`src/rtl/washer_pkg.sv`:
```
// Shared washer definitions: arbiter states, wash modes, fill-time budgets.
// Latency: n/a (types, constants and one pure function).
// Backpressure: n/a.
package washer_pkg;

    // Inlet-valve arbiter states
    typedef enum logic [1:0] {
        ARB_IDLE   = 2'd0,
        ARB_GRANT  = 2'd1,
        ARB_SETTLE = 2'd2
    } arb_state_e;

    // Wash mode encodings as seen on the controller bus
    typedef enum logic [1:0] {
        MODE_LIGHT  = 2'b00,
        MODE_NORMAL = 2'b01,
        MODE_HEAVY  = 2'b10
    } washer_mode_e;

    // Fill-time budgets in arbiter clock cycles; the arbiter timeout is sized
    // from the mode it must accommodate (NORMAL by default).
    localparam int FILL_CYCLES_LIGHT  = 10;
    localparam int FILL_CYCLES_NORMAL = 15;
    localparam int FILL_CYCLES_HEAVY  = 24;

    // Fill budget for a given wash mode
    function automatic int fill_cycles(input washer_mode_e mode);
        case (mode)
            MODE_LIGHT:  fill_cycles = FILL_CYCLES_LIGHT;
            MODE_HEAVY:  fill_cycles = FILL_CYCLES_HEAVY;
            default:     fill_cycles = FILL_CYCLES_NORMAL;
        endcase
    endfunction

endpackage

```
`src/rtl/fill_valve_arbiter_rr_pick.sv`:
```
// Round-robin picker: first set request at or after ptr_i, wrapping.
// Latency: purely combinational.
// Backpressure: none; found_o low when no request is set.
module rr_pick #(
    parameter int N_REQ = 4,
    parameter int IDW   = $clog2(N_REQ)
) (
    input  logic [N_REQ-1:0] req_i,
    input  logic [IDW-1:0]   ptr_i,
    output logic             found_o,
    output logic [N_REQ-1:0] pick_o,
    output logic [IDW-1:0]   pick_id_o
);

    logic [IDW:0] sum;

    // Scan from ptr_i upward, wrapping modulo N_REQ; first hit wins
    always_comb begin
        found_o   = 1'b0;
        pick_id_o = '0;
        sum       = '0;
        for (int i = 0; i < N_REQ; i++) begin
            sum = {1'b0, ptr_i} + (IDW+1)'(i);
            if (sum >= (IDW+1)'(N_REQ)) begin
                sum = sum - (IDW+1)'(N_REQ);
            end
            if (!found_o && req_i[sum[IDW-1:0]]) begin
                found_o   = 1'b1;
                pick_id_o = sum[IDW-1:0];
            end
        end
    end

    assign pick_o = found_o ? (N_REQ'(1) << pick_id_o) : '0;

endmodule

```
`src/rtl/fill_valve_arbiter.sv`:
```
// Round-robin owner of the shared inlet valve with fill timeout and settle gap.
// Latency: grant registered one edge after req is seen in IDLE; >= GAP_CYCLES+1 closed cycles between owners.
// Backpressure: level requests simply wait while the valve is owned or settling; none are dropped.
module fill_valve_arbiter
    import washer_pkg::*;
#(
    parameter int N_REQ           = 4,
    parameter int MAX_FILL_CYCLES = FILL_CYCLES_NORMAL,
    parameter int GAP_CYCLES      = 2
) (
    input  logic                     clk,
    input  logic                     reset,
    input  logic [N_REQ-1:0]         req_i,
    input  logic [N_REQ-1:0]         done_i,
    output logic [N_REQ-1:0]         grant_o,
    output logic [$clog2(N_REQ)-1:0] grant_id_o,
    output logic                     valve_open_o,
    output logic [N_REQ-1:0]         timeout_o,
    output logic                     busy_o
);

    localparam int IDW = $clog2(N_REQ);

    localparam logic [1:0] ST_IDLE   = ARB_IDLE;
    localparam logic [1:0] ST_GRANT  = ARB_GRANT;
    localparam logic [1:0] ST_SETTLE = ARB_SETTLE;

    localparam logic [7:0]     FILL_LAST = 8'(MAX_FILL_CYCLES - 1);
    localparam logic [3:0]     GAP_LAST  = 4'(GAP_CYCLES - 1);
    localparam logic [IDW-1:0] ID_LAST   = IDW'(N_REQ - 1);

    logic [1:0]       state_q, state_d;
    logic [N_REQ-1:0] grant_q, grant_d;
    logic [IDW-1:0]   grant_id_q, grant_id_d;
    logic [IDW-1:0]   ptr_q, ptr_d;
    logic [N_REQ-1:0] timeout_q, timeout_d;
    logic             busy_q, busy_d;
    logic             valve_q, valve_d;
    logic [7:0]       fill_cnt_q, fill_cnt_d;
    logic [3:0]       gap_cnt_q, gap_cnt_d;

    logic             found;
    logic [N_REQ-1:0] pick;
    logic [IDW-1:0]   pick_id;
    logic             rel_done, rel_drop, expired;

    rr_pick #(
        .N_REQ (N_REQ),
        .IDW   (IDW)
    ) u_pick (
        .req_i     (req_i),
        .ptr_i     (ptr_q),
        .found_o   (found),
        .pick_o    (pick),
        .pick_id_o (pick_id)
    );

    // Only the owner's done/req matter; foreign done pulses fall out here
    assign rel_done = done_i[grant_id_q];
    assign rel_drop = !req_i[grant_id_q];
    assign expired  = (fill_cnt_q == FILL_LAST);

    // Next-state: grant selection, hold/timeout release, settle countdown
    always_comb begin
        state_d    = state_q;
        grant_d    = grant_q;
        grant_id_d = grant_id_q;
        ptr_d      = ptr_q;
        fill_cnt_d = fill_cnt_q;
        gap_cnt_d  = gap_cnt_q;
        timeout_d  = '0;
        case (state_q)
            ST_IDLE: begin
                if (found) begin
                    grant_d    = pick;
                    grant_id_d = pick_id;
                    fill_cnt_d = '0;
                    state_d    = ST_GRANT;
                end
            end
            ST_GRANT: begin
                if (rel_done || rel_drop || expired) begin
                    grant_d   = '0;
                    ptr_d     = (grant_id_q == ID_LAST) ? '0 : grant_id_q + IDW'(1);
                    gap_cnt_d = '0;
                    state_d   = ST_SETTLE;
                    // A normal release in the expiry cycle wins over the timeout
                    if (expired && !rel_done && !rel_drop) begin
                        timeout_d = grant_q;
                    end
                end else begin
                    fill_cnt_d = fill_cnt_q + 8'd1;
                end
            end
            ST_SETTLE: begin
                if (gap_cnt_q == GAP_LAST) begin
                    state_d = ST_IDLE;
                end else begin
                    gap_cnt_d = gap_cnt_q + 4'd1;
                end
            end
            default: begin
                grant_d = '0;
                state_d = ST_IDLE;
            end
        endcase
        busy_d  = (state_d != ST_IDLE);
        valve_d = |grant_d;
    end

    // State and registered outputs, cleared asynchronously
    always_ff @(posedge clk or posedge reset) begin
        if (reset) begin
            state_q    <= ST_IDLE;
            grant_q    <= '0;
            grant_id_q <= '0;
            ptr_q      <= '0;
            timeout_q  <= '0;
            busy_q     <= 1'b0;
            valve_q    <= 1'b0;
            fill_cnt_q <= '0;
            gap_cnt_q  <= '0;
        end else begin
            state_q    <= state_d;
            grant_q    <= grant_d;
            grant_id_q <= grant_id_d;
            ptr_q      <= ptr_d;
            timeout_q  <= timeout_d;
            busy_q     <= busy_d;
            valve_q    <= valve_d;
            fill_cnt_q <= fill_cnt_d;
            gap_cnt_q  <= gap_cnt_d;
        end
    end

    assign grant_o      = grant_q;
    assign grant_id_o   = grant_id_q;
    assign valve_open_o = valve_q;
    assign timeout_o    = timeout_q;
    assign busy_o       = busy_q;

endmodule

```
`config.mk`:
```
export PLATFORM = sky130hd
export DESIGN_NAME = fill_valve_arbiter
export DESIGN_NICKNAME = d
export VERILOG_FILES = /design/src/rtl/washer_pkg.sv /design/src/rtl/fill_valve_arbiter_rr_pick.sv /design/src/rtl/fill_valve_arbiter.sv
export SDC_FILE = /design/constraint.sdc
export NUM_CORES = 1
export LEC_CHECK = 0
export BUFFER_PORTS_ARGS = -buffer_cell sky130_fd_sc_hd__buf_2
export CORE_ASPECT_RATIO = 0.5
export CORE_MARGIN = 2
export CORE_UTILIZATION = 25
export CTS_BUF_LIST = sky130_fd_sc_hd__clkbuf_8
export CTS_CLUSTER_SIZE = 25
export DETAILED_ROUTE_END_ITERATION = 6
export PLACE_DENSITY_LB_ADDON = 0.12
export RECOVER_POWER = 100
export SYNTH_ARGS = -nofsm -noshare
export SYNTH_HDL_FRONTEND = slang
export SYNTH_SLANG_ARGS = --single-unit
```
`constraint.sdc`:
```
create_clock -name clk -period 4.7 [get_ports clk]
set_clock_uncertainty 0.05 [all_clocks]
set_input_delay 0.94 -clock clk [delete_from_list [all_inputs] [get_ports clk]]
set_output_delay 0.94 -clock clk [all_outputs]
set_load 0.02 [all_outputs]
```
==> key figures <==
Synth
  • Net Count, Synth: 161
  • Dominant synthesized flop cell: dfrtp_1
  • Cell count after synthesis: 146
  • Netlist Area Pre-Place: 0.00147 mm²
  • Syn avg cell area: 10.1 µm²
  • Synth cell types: 42
  • Post-synth EDFFs: 0
  • Share of the synthesized area in the top cell type: 0.477
  • Register area share after synthesis: 0.477
  • Top cells by area, synth: dfrtp_1, nand2_1, ha_1, mux2i_1, nand2b_1
  • Leading area contributor after synthesis: dfrtp_1
  • Async SR Flop Fraction: 1.00
  • Seq cells post-synth: 28
  • YS warnings: 0

Clock network
  • CTS sink cnt: 28
  • Worst-path clk slew: 0.10 ns
  • Cts repair resizes: 0
  • Root Buffer: clkbuf_8
  • TritonCTS clock tree: yes
  • Hold Buf Count CTS: 0
  • H-tree depth: 1
  • Setup bufs post-CTS: 0
  • Worst-skew pair later-pin latency: 0.28 ns
  • Clock buffer depth: 2
  • CTS Buf Count: 3

Setup path
  • Startpoint types: primary input
  • Cell count of the worst reg-to-reg path: 4
  • CP arrival: 2.88 ns
  • Worst path cell trace: clkbuf_1, nand2b_1, mux4_2, nor3_1, nand4_1, mux2i_1
  • R2r startpoint: grant_id_o[0]
  • Critical path class: in2reg
  • Flop-to-flop setup slack: 2.38 ns
  • CP peak stage delay: 0.71 ns
  • Critical Path End Type: register
  • Critical-path top delay cell: nor3_1
  • Reg-to-Reg End: fill_cnt_q[3]
  • Required time worst endpoint: 4.82 ns
  • Crit-path max FO: 7

Floorplan
  • Total core area: 0.00556 mm²
  • # IOs: 22
  • Die ar.: 0.00654 mm²
  • Starting density of the core: 0.264
  • Die Ht: 58.2 µm
  • Die width: 112 µm
  • FP Rows: 19

Global routing
  • Vias in the first global route: 1,079
  • Gr ovfl total: 0
  • First-pass GRT wire length: 5750 µm
  • GRT Util Overall: 0.110
  • Largest net degree at the start of global routing: 29
  • Initial antenna violation count: 0

Status
  • Outcome: completed

STA
  • RSZ-0062 raised after global routing: no
  • Final slew viol count: 0
  • Slew headroom: 0.265
  • Final min period: 2.76 ns
  • Period utilization: 0.587
  • F_max: 0.362 GHz
  • Final hold violation count: 0
  • Worst Tran Pin Value: 1.10 ns
  • Final Setup Violations: 0
  • Final setup TNS: 0 ns

Worst hold path
  • Min-delay src: fill_cnt_q[4]
  • Hold depth: 1
  • Worst Hold Class: reg2reg
  • Hold path endpoint: fill_cnt_q[4]

Flow run
  • Max-Cap Viols: 0

Detailed routing
  • Total number of vias: 1,106
  • Pre-antenna DRT Iters: 4
  • Vias per cell: 4.59
  • WL final: 3250 µm
  • Initial DRC count: 31
  • Per-cell routed wire length: 13.5 µm
  • # DRC: 0
  • Final ANT Viol Nets: 0

Pwr
  • Pwr Total: 905 µW
  • Logic pwr share: 0.361
  • Seq pwr share: 0.424
  • PwrDens: 539 mW/mm²
  • P_int: 536 µW
  • Peak VDD IR: 165 µV
  • Clk pwr share: 0.215
  • Sw Share: 0.408
  • P_sw: 369 µW
  • Leakage: 0.744 nW

Final layout
  • Antenna cells: 0
  • Ratio of cells with drive above 1 in the final layout: 0.0952
  • Synthesis-to-finish area growth: 14.5%
  • Final Util: 0.302
  • Nets@finish: 184

Place
  • Dpl hpwl: 2350 µm
  • Port Buffer Count: 21
  • Final GP Congestion: 0.715
==> worst max path at each step <==
| stage | slack (ns) | cells after the start | start | end |
|---|---|---|---|---|
| after global routing | 1.71 | 6 | req_i[2] | fill_cnt_q[3] |
| after detailed placement | 1.87 | 6 | req_i[2] | valve_open_o |
| after floorplan | 2.29 | 4 | done_i[3] | ptr_q[1] |
| after CTS | 2.18 | 6 | req_i[2] | valve_open_o |
| after global placement | 1.91 | 6 | req_i[2] | valve_open_o |
| final | 1.94 | 6 | req_i[2] | fill_cnt_q[3] |
==> sequential cells by signal (all words and copies together) (netlist names) <==
register and count:
gap_cnt_q 4, fill_cnt_q 8, grant_id_o 2, valve_open_o 1, ptr_q 2, grant_o 4, timeout_o 4, busy_o 1
state_q 2
==> worst max-delay path, delay by kind of cell <==
family | cells | cell delay (ns)
buffers and inverters | 1 | 0.21
muxes | 2 | 0.72
and+or+nand+nor | 3 | 1.00
==> stage by stage <==
| stage | hold WS (ns) | setup slack (ns) | instances | cell area (µm²) |
|---|---|---|---|---|
| final | 0.465 | 1.94 | 241 | 1680 |
| after floorplan | 0.411 | 2.29 | 146 | 1470 |
| after detailed placement | 0.449 | 1.87 | 237 | 1650 |
| after global placement | 0.464 | 1.91 | 237 | 1650 |
| after CTS | 0.466 | 2.18 | 241 | 1720 |
| after global routing | 0.502 | 1.71 | 241 | 1680 |
==> kinds of logic (layout without fill, tap and decap cells) <==
logic type               count (synthesis)  count (layout)  synth area share
XOR/XNOR                                 4               4            0.0239
AND/OR/NAND/NOR                         69              69             0.263
flip-flops                              28              28             0.477
multiplexers                             6               6            0.0503
adder cells (fa/ha/maj)                  5               5            0.0426
AO/OA/AOI/OAI                           26              26             0.117
buffers and inverters                    8              30            0.0256
==> Yosys cell counts, drive strengths merged, types with 3 or more instances <==
master  number
dfrtp       28
nand2       19
nor2         9
o21ai        9
nand2b       6
nand3        6
a21oi        5
ha           5
inv          5
and2         4
mux2i        4
nand4        4
nor3         4
nor4         4
or3          4
nor3b        3
xnor2        3
==> metal layers <==
| layer | share of wire | wire [µm] | track usage | vias to the layer above |
|---|---|---|---|---|
| li1 | - | - | - | 567 |
| met1 | 0.57 | 1870 | 0.168 | 519 |
| met2 | 0.38 | 1250 | 0.159 | 18 |
| met3 | 0.035 | 115 | 0.0272 | 2 |
| met4 | 0.0058 | 19 | 0.0209 | 0 |
| met5 | 0 | 0 | 0 | - |
==> cell type report <==
cell class,count,area (µm²)
Sequential cell,28,701
Fill cell,621,3880
Clock inverter,1,30.0
Multi-Input combinational cell,110,709
Timing Repair Buffer,21,88.8
Inverter,5,18.8
Clock buffer,3,41.3
Tap cell,73,91.3
==> power groups by stage <==
stage               clock, mW  sequential, mW  combinational (mW)
global route            0.212           0.398               0.378
floorplan                   0           0.393               0.246
global placement            0           0.388               0.352
CTS                     0.202           0.383               0.353
detailed placement          0           0.388               0.352
finish                  0.195           0.384               0.327
==> placed cells by master (no fill, tap or decap), types with 5 or more instances in the layout <==
master	n
dfrtp_1	28
nand2b_1	6
o21ai_0	9
nor2_1	9
inv_1	5
buf_2	8
nand3_1	6
a21oi_1	5
ha_1	5
clkbuf_1	13
nand2_1	19
Power figures use the tool's default switching activity.
